[config.mk]
export PLATFORM = sky130hd
export DESIGN_NAME = msf_time_sync
export DESIGN_NICKNAME = d
export VERILOG_FILES = /design/src/rtl/msf_pkg.sv /design/src/rtl/msf_sec_prescaler.sv /design/src/rtl/msf_time_sync.sv
export SDC_FILE = /design/constraint.sdc
export NUM_CORES = 1
export LEC_CHECK = 0
export CELL_PAD_IN_SITES_DETAIL_PLACEMENT = 2
export CELL_PAD_IN_SITES_GLOBAL_PLACEMENT = 2
export CORE_MARGIN = 8
export CORE_UTILIZATION = 34
export CTS_CLUSTER_SIZE = 16
export DETAILED_ROUTE_END_ITERATION = 12
export PLACE_DENSITY_LB_ADDON = 0.1
export SLEW_MARGIN = 20
export SYNTH_ARGS = -nofsm -noshare
export SYNTH_HDL_FRONTEND = slang
export SYNTH_HIERARCHICAL = 1
export SYNTH_SLANG_ARGS = --single-unit
[constraint.sdc]
create_clock -name clk_i -period 1.8 [get_ports clk_i]
set_clock_uncertainty 0.05 [all_clocks]
set_input_delay 0.27 -clock clk_i [delete_from_list [all_inputs] [get_ports clk_i]]
set_output_delay 0.27 -clock clk_i [all_outputs]
set_load 0.1 [all_outputs]
[src/rtl/msf_pkg.sv]
// Shared definitions for the MSF time sequencer: BCD digit widths, the
// {synced, armed} state encoding and the decoded-frame plausibility check.
package msf_pkg;

  localparam int HOUR_H_W = 2;
  localparam int HOUR_L_W = 4;
  localparam int MIN_H_W  = 3;
  localparam int MIN_L_W  = 4;
  localparam int SEC_H_W  = 3;
  localparam int SEC_L_W  = 4;

  // Bit 1 = synced (clock holds radio time), bit 0 = armed (frame pending)
  typedef enum logic [1:0] {
    ST_WAIT         = 2'b00,
    ST_ARMED        = 2'b01,
    ST_LOCKED       = 2'b10,
    ST_LOCKED_ARMED = 2'b11
  } state_t;

  // True when the decoded HH:MM is a legal 24-hour BCD time
  function automatic logic bcd_time_plausible(
    input logic [HOUR_H_W-1:0] hour_h,
    input logic [HOUR_L_W-1:0] hour_l,
    input logic [MIN_H_W-1:0]  min_h,
    input logic [MIN_L_W-1:0]  min_l
  );
    return (hour_h <= 2'd2) && (hour_l <= 4'd9) &&
           !((hour_h == 2'd2) && (hour_l > 4'd3)) &&
           (min_h <= 3'd5) && (min_l <= 4'd9);
  endfunction

endpackage

[src/rtl/msf_sec_prescaler.sv]
// Second prescaler: counts 0..TICK_DIV-1 and wraps. wrap_o is high while
// the count sits on its last value; clr_i restarts the count at 0.
module msf_sec_prescaler #(
  parameter int unsigned TICK_DIV = 32768
) (
  input  logic clk_i,
  input  logic rst_ni,
  input  logic clr_i,
  output logic wrap_o
);

  localparam int unsigned CW = $clog2(TICK_DIV);
  localparam logic [CW-1:0] LAST = CW'(TICK_DIV - 1);

  logic [CW-1:0] cnt_q, cnt_d;

  assign wrap_o = (cnt_q == LAST);

  // Next count: clear has priority, otherwise increment with wrap
  always_comb begin
    cnt_d = cnt_q + CW'(1);
    if (clr_i || wrap_o) begin
      cnt_d = '0;
    end
  end

  // Count register
  always_ff @(posedge clk_i or negedge rst_ni) begin
    if (!rst_ni) begin
      cnt_q <= '0;
    end else begin
      cnt_q <= cnt_d;
    end
  end

endmodule

[src/rtl/msf_time_sync.sv]
// MSF time sequencer: drives the seconds increment and the load strobe of
// the HH:MM:SS digit chain. A plausible decoded frame is held pending and
// loaded (seconds 00) at the next minute marker, which also re-phases the
// second prescaler.
// Optional feature macro: MSF_HOLDOVER_EN -- drop lock after HOLDOVER_MIN
// minute markers pass without a load.
module msf_time_sync
  import msf_pkg::*;
#(
  parameter int unsigned TICK_DIV     = 32768,
  parameter int unsigned HOLDOVER_MIN = 60
) (
  input  logic                clk_i,
  input  logic                rst_ni,
  input  logic                minute_i,
  input  logic                frame_valid_i,
  input  logic [HOUR_H_W-1:0] frame_hour_h_i,
  input  logic [HOUR_L_W-1:0] frame_hour_l_i,
  input  logic [MIN_H_W-1:0]  frame_min_h_i,
  input  logic [MIN_L_W-1:0]  frame_min_l_i,
  output logic                inc_o,
  output logic                load_o,
  output logic [HOUR_H_W-1:0] load_hour_h_o,
  output logic [HOUR_L_W-1:0] load_hour_l_o,
  output logic [MIN_H_W-1:0]  load_min_h_o,
  output logic [MIN_L_W-1:0]  load_min_l_o,
  output logic [SEC_H_W-1:0]  load_sec_h_o,
  output logic [SEC_L_W-1:0]  load_sec_l_o,
  output logic                frame_err_o,
  output logic                synced_o
);

  state_t state_q, state_d;

  logic plausible, accept, reject, do_load, wrap, hold_expire;
  logic inc_q, load_q, err_q;

  logic [HOUR_H_W-1:0] pend_hour_h_q, load_hour_h_q;
  logic [HOUR_L_W-1:0] pend_hour_l_q, load_hour_l_q;
  logic [MIN_H_W-1:0]  pend_min_h_q,  load_min_h_q;
  logic [MIN_L_W-1:0]  pend_min_l_q,  load_min_l_q;

  assign plausible = bcd_time_plausible(frame_hour_h_i, frame_hour_l_i,
                                        frame_min_h_i, frame_min_l_i);
  assign accept    = frame_valid_i & plausible;
  assign reject    = frame_valid_i & ~plausible;
  // A marker only loads when a frame is pending; it uses the value pending
  // before this cycle, even if a new frame is accepted alongside it
  assign do_load   = minute_i & state_q[0];

  msf_sec_prescaler #(
    .TICK_DIV (TICK_DIV)
  ) u_prescaler (
    .clk_i  (clk_i),
    .rst_ni (rst_ni),
    .clr_i  (do_load),
    .wrap_o (wrap)
  );

`ifdef MSF_HOLDOVER_EN
  localparam int unsigned HW = $clog2(HOLDOVER_MIN + 1);
  localparam logic [HW-1:0] HOLD_LIMIT = HW'(HOLDOVER_MIN);

  logic [HW-1:0] hold_cnt_q, hold_cnt_d;

  // Saturating count of markers that brought no load; a load restarts it
  always_comb begin
    hold_cnt_d = hold_cnt_q;
    if (do_load) begin
      hold_cnt_d = '0;
    end else if (minute_i && (hold_cnt_q != HOLD_LIMIT)) begin
      hold_cnt_d = hold_cnt_q + HW'(1);
    end
  end

  assign hold_expire = (hold_cnt_d == HOLD_LIMIT);

  // Holdover counter register
  always_ff @(posedge clk_i or negedge rst_ni) begin
    if (!rst_ni) begin
      hold_cnt_q <= '0;
    end else begin
      hold_cnt_q <= hold_cnt_d;
    end
  end
`else
  assign hold_expire = 1'b0;
`endif

  // Next state: frames arm, markers consume the pending frame and lock
  always_comb begin
    state_d = state_q;
    unique case (state_q)
      ST_WAIT:         if (accept)   state_d = ST_ARMED;
      ST_ARMED:        if (minute_i) state_d = accept ? ST_LOCKED_ARMED : ST_LOCKED;
      ST_LOCKED:       if (accept)   state_d = ST_LOCKED_ARMED;
      ST_LOCKED_ARMED: if (minute_i && !accept) state_d = ST_LOCKED;
      default:         state_d = ST_WAIT;
    endcase
    if (hold_expire) begin
      state_d = state_t'({1'b0, state_d[0]});
    end
  end

  // State register
  always_ff @(posedge clk_i or negedge rst_ni) begin
    if (!rst_ni) begin
      state_q <= ST_WAIT;
    end else begin
      state_q <= state_d;
    end
  end

  // Pending frame: every accepted frame overwrites it
  always_ff @(posedge clk_i or negedge rst_ni) begin
    if (!rst_ni) begin
      pend_hour_h_q <= '0;
      pend_hour_l_q <= '0;
      pend_min_h_q  <= '0;
      pend_min_l_q  <= '0;
    end else if (accept) begin
      pend_hour_h_q <= frame_hour_h_i;
      pend_hour_l_q <= frame_hour_l_i;
      pend_min_h_q  <= frame_min_h_i;
      pend_min_l_q  <= frame_min_l_i;
    end
  end

  // Registered strobes and load values; load values hold between loads
  always_ff @(posedge clk_i or negedge rst_ni) begin
    if (!rst_ni) begin
      inc_q         <= 1'b0;
      load_q        <= 1'b0;
      err_q         <= 1'b0;
      load_hour_h_q <= '0;
      load_hour_l_q <= '0;
      load_min_h_q  <= '0;
      load_min_l_q  <= '0;
    end else begin
      inc_q  <= wrap & ~do_load;
      load_q <= do_load;
      err_q  <= reject;
      if (do_load) begin
        load_hour_h_q <= pend_hour_h_q;
        load_hour_l_q <= pend_hour_l_q;
        load_min_h_q  <= pend_min_h_q;
        load_min_l_q  <= pend_min_l_q;
      end
    end
  end

  assign inc_o         = inc_q;
  assign load_o        = load_q;
  assign frame_err_o   = err_q;
  assign synced_o      = state_q[1];
  assign load_hour_h_o = load_hour_h_q;
  assign load_hour_l_o = load_hour_l_q;
  assign load_min_h_o  = load_min_h_q;
  assign load_min_l_o  = load_min_l_q;
  assign load_sec_h_o  = '0;
  assign load_sec_l_o  = '0;

endmodule
; Word-level counts from Yosys, hierarchy flattened
; Cells that the tools add are included.
[op_classes]
n_addsub = 1
order_cmp = 5
n_eq_ne = 9
muxes = 7
n_bitwise = 6
reduce_logical = 11
[op_table]
columns = cell, n
row1 = "15-bit by 1-bit adder with 15-bit output, second input constant", 1
row2 = "15-bit == test, second input constant", 1
row3 = 15-bit 2-to-1 mux, 1
row4 = "4-bit <= comparator, second input constant", 2
row5 = 2-bit 2-to-1 mux, 4
row6 = "2-bit inequality test, second input constant", 4
row7 = 2-bit case mux with 4 select lines, 1
row8 = "2-bit == test, second input constant", 3
row9 = 1-bit logical AND, 6
row10 = 1-bit AND, 4
row11 = "4-bit by 2-bit > comparator with 1-bit output, second input constant", 1
row12 = 4-bit AND reduction, 1
row13 = "3-bit <= comparator, second input constant", 1
row14 = "2-bit by 1-bit == test with 1-bit output, second input constant", 1
row15 = "2-bit <= comparator, second input constant", 1
row16 = 1-bit zero test, 2
row17 = 2-bit zero test, 1
row18 = 1-bit NOT, 2
row19 = 1-bit logical OR, 1
row20 = 1-bit 2-to-1 mux, 1
[totals]
ff_bits = 46
in_bits = 17
output_inout_bits = 24
word_cells = 52

; Logic depth before layout (Yosys ltp)
[depth]
ltp_word = 11
ltp_mapped = 6
depth_no_buf = 5

; Cells and area by module
; Netlist, hierarchy kept.
[by_module_without_submodules]
columns = mod, n_inst, cells_per_inst, area_each_um2, seq_area_each_um2
row1 = msf_time_sync, 1, 82, 1267.5, 775.7
row2 = msf_sec_prescaler, 1, 70, 755.7, 375.4

; Least setup slack after synthesis
; Ideal clock, no wire load.
[synth_path]
kind = register -> register
startpoint = reg state_q[0]
endpoint = reg u_prescaler.cnt_q[4]
setup_ns = 0.071
arrival_ns = 1.497
required_time_ns = 1.679
setup_slack_ns = 0.182
path_stages_with_launch = 7
path_buffers = 2
synth_period_minus_slack_ns = 1.618
cell_sequence = dfrtp_1 nand2_1 clkbuf_1 inv_1 a31o_2 buf_4 nor2_1
[synth_between]
elab_chain_cells = 3
[synth_lines]
columns = item, line
row1 = start: declaration, msf_time_sync.sv:33  ; state_t state_q, state_d;
row2 = start signal: assignment, msf_time_sync.sv:110  ; state_q <= state_d;
row3 = 1-bit AND, msf_time_sync.sv:49  ; assign do_load = minute_i & state_q[0];
row4 = via do_load, msf_time_sync.sv:35  ; logic plausible, accept, reject, do_load, wrap, hold_expire;
row5 = 1-bit logical OR, msf_sec_prescaler.sv:22  ; if (clr_i || wrap_o) begin
row6 = 15-bit 2-to-1 mux, msf_sec_prescaler.sv:22
row7 = via u_prescaler.cnt_d[4], msf_sec_prescaler.sv:15  ; logic [CW-1:0] cnt_q, cnt_d;
row8 = end signal: assignment, msf_sec_prescaler.sv:32  ; cnt_q <= cnt_d;
row9 = end: declaration, msf_sec_prescaler.sv:15
; The timed path passes the listed nets, and every way through them passes these cells.
; A chain may end at the register's enable or synchronous reset.

; Worst setup path after layout
[layout_path]
startpoint = in frame_hour_l_i[2]
endpoint = reg pend_min_h_q[0]
[layout_between]
elab_chain_cells = 7
elab_cells_between_ends = 9
cone_classes = order compare: 2 / bitwise: 1 / reduce/logical: 6
[layout_lines]
columns = item, line
row1 = start: declaration, msf_time_sync.sv:18  ; input logic [HOUR_L_W-1:0] frame_hour_l_i,
row2 = 4-bit by 2-bit > comparator with 1-bit output, msf_pkg.sv:28  ; !((hour_h == 2'd2) && (hour_l > 4'd3)) &&
row3 = 1-bit logical AND, msf_pkg.sv:28
row4 = 1-bit zero test, msf_pkg.sv:28
row5 = 1-bit logical AND (*), msf_pkg.sv:27  ; return (hour_h <= 2'd2) && (hour_l <= 4'd9) &&
row6 = 1-bit logical AND (*), msf_pkg.sv:28
row7 = 1-bit logical AND (*), msf_pkg.sv:29  ; (min_h <= 3'd5) && (min_l <= 4'd9);
row8 = 1-bit AND (*), msf_time_sync.sv:45  ; assign accept = frame_valid_i & plausible;
row9 = end signal: assignment, msf_time_sync.sv:124  ; pend_min_h_q <= frame_min_h_i;
row10 = end: declaration, msf_time_sync.sv:40  ; logic [MIN_H_W-1:0] pend_min_h_q, load_min_h_q;
; Mark *: on every way between the ends. The rest lies on a longest branch, timed or not.

==> metrics <==
Longest Clk Path Bufs 2; hold crit path type in -> async; final setup fails 0; grt total ovfl 0; total CTS buffers 5; Synth Area in Adders 0.618%; max cap viols 0; main combinational cell family by area after synthesis multiplexers; Final Instance Count excl. Fillers roughly 270; DRC violations left 0; Initial Util 34.6%; Cell variety after synth 34; die width 93.1 microns; Worst setup SP type input pin; area fraction in compound gates after synthesis 2.04%; Clk pin slew, worst setup/hold paths 80 ps; die area 0.00868 sq mm; postcts setup bufs 0; post-detail-place hpwl 3780 microns; Syn Inst Count between 150 and 200; status finished clean; GPL Wtd Cong 0.702; cell accounting for the most synthesized area dfrtp_1; CTS root buf clkbuf_8; Inst Count DP 265; Slew HR between 60% and 70%; mapped cell area approximately 0.0020 sq mm; Final Worst Setup Slack 48.8 ps; die height 93.1 microns; largest net degree at the start of global routing 27; # IOs 41; # diodes 0; clk sinks 46; post-synthesis xor/xnor area fraction 5.19%; post-synthesis register bit count 46; Critical Path AT 1880 ps; sequential element share of the synthesized area 56.9%; port bufs 33; CTS tree done; Clock Latency Late Sink approximately 300 ps; Core ar. just under 0.006 sq mm; Critical Setup Path Class in -> reg; initial antenna violation count 0; drt initial violations 16; Period Utilization, post-route 97.3%; pre-CTS WS -285 ps; largest cells by area after synthesis dfrtp_1 57%, mux2_2 9.5%, mux2_4 6.7%, buf_4 3.0%, nor2_1 2.6%; simple-gate share of the synthesized area between 10% and 20%; layout cells sized above 1 36.9%; worst-margin pin slew 523 ps; Critical Path End Type flop; Fmax achieved 0.571 GHz; Final ANT Viol Nets 0; WL final 4820 microns; LEAKAGE 1.27 nW; Final #Nets 216; commonest non-fill, non-tap cell in the layout dfrtp_1; Power Dens Cells 1670 mW/mm^2; Yosys warnings 6; final core utilization 46.9%; via count 1277; Syn-to-layout area delta 35.7%; CP Max Fanout 10; Hold Fails Final Rpt 0; H-tree Lvls 2; std cell rows 28; GRT Util Overall 12.3%; drt first pass iters 2; share of the synthesized area in the top cell type between 50% and 60%; vias in the first global route ~1500; synthesized area per cell 13.3 sq um; Worst VDD drop 0.00124 V; commonest non-fill, non-tap cells in the layout 46 x dfrtp_1, 19 x buf_12, 17 x mux2_2; wire per inst 17.7 microns; Req. time, crit path 1930 ps; via/cell ratio 4.68; Final Slew Violations 0; multiplexer share of the synthesized area 16.1%; Final min period roughly 1800 ps; first-pass GRT wire length 8340 microns
-- flip-flops by register name (all words and copies together) (netlist names) --
register,count
load_hour_h_o,2
pend_min_l_q,4
load_min_h_o,3
load_hour_l_o,4
pend_hour_h_q,2
pend_min_h_q,3
load_min_l_o,4
frame_err_o,1
u_prescaler/cnt_q,15
load_o,1
inc_o,1
pend_hour_l_q,4
state_q,2
-- Yosys cell counts --
master,number
a21oi_1,1
a31o_2,1
and2_1,1
and2_2,1
and3_1,2
and4_1,1
and4_2,1
buf_12,1
buf_4,8
buf_6,1
clkbuf_1,1
conb_1,1
dfrtp_1,46
ha_1,1
inv_1,5
mux2_2,17
mux2_4,9
nand2_1,6
nand2b_1,1
nand3_1,3
nand3_2,1
nand4_1,2
nand4_4,2
nor2_1,14
nor2_2,2
nor3_1,2
nor4_2,1
nor4b_2,1
o21ai_0,4
o31ai_1,1
or2_1,1
or3_1,1
xnor2_1,6
xor2_1,6
-- through the flow --
| stage | total power [mW] | setup TNS [ps] | hold WS, ps | instance area (sq um) |
|---|---|---|---|---|
| 2_1_floorplan | 3.08 | 0 | -75.6 | 2050 |
| 3_3_place_gp | 3.98 | -2540 | 216 | 2640 |
| 3_5_place_dp | 4.05 | -3530 | 217 | 2640 |
| 4_1_cts | 4.67 | 0 | 433 | 2730 |
| 5_1_grt | 4.81 | -48.7 | 468 | 2750 |
| 6_report | 4.60 | 0 | 430 | 2750 |
-- layout make-up --
class | count | area (sq um)
flip-flops and latches | 46 | 1150
fillers | 590 | 3110
repair buffers | 44 | 606
well taps | 75 | 93.8
clock inverters | 2 | 10.0
multi-input cells | 96 | 797
inverters | 5 | 18.8
clock buffers | 5 | 68.8
-- worst max-delay path: stages --
cell and delay [ps]:
clkdlybuf4s50_1 460, o31ai_2 240, nand4_1 170, or2_4 280
buf_12 150, mux2_4 300
-- worst paths after layout --
check                                                  end  slack [ps]  cells past startpoint                            from
setup / recovery               pend_min_h_q[0]$_DFFE_PN0P_          50                      6               frame_hour_l_i[2]
hold / removal                pend_hour_h_q[1]$_DFFE_PN0P_         430                      2                          rst_ni
setup reg to reg           u_prescaler/cnt_q[11]$_DFF_PN0_         200                      5  u_prescaler/cnt_q[0]$_DFF_PN0_
hold reg to reg             u_prescaler/cnt_q[0]$_DFF_PN0_         470                      1  u_prescaler/cnt_q[0]$_DFF_PN0_
max in group asynchronous   u_prescaler/cnt_q[4]$_DFF_PN0_         750                      3                          rst_ni
min in group clk_i          u_prescaler/cnt_q[0]$_DFF_PN0_         470                      1  u_prescaler/cnt_q[0]$_DFF_PN0_
-- timing repair --
action,4_1_cts,5_1_grt
endpoints found under the hold margin,20,0
hold buffers,1,0
endpoints found under the setup margin,0,12
resized for setup,0,3
-- routing by layer --
layer  GRT usage, %  up-vias  wire length, microns
met5              0        -                     0
li1               -      586                     -
met2           20.8       29                  2520
met1           14.4      656                  1970
met3           3.93        6                   265
met4           4.03        0                    64
-- kinds of logic after synthesis --
family	after synthesis
simple gates	43
other cells	1
mux	26
xor+xnor	12
buf+inv	16
fa+ha+maj	1
compound gates	7
flops	46
-- where the power goes --
group | total (mW) | internal, mW | switching, mW
Clock | 0.589 | 0.261 | 0.328
Combinational | 2.38 | 0.902 | 1.48
Sequential | 1.62 | 1.33 | 0.297
Total | 4.60 | 2.49 | 2.11
(Power assumes the default switching activity.)
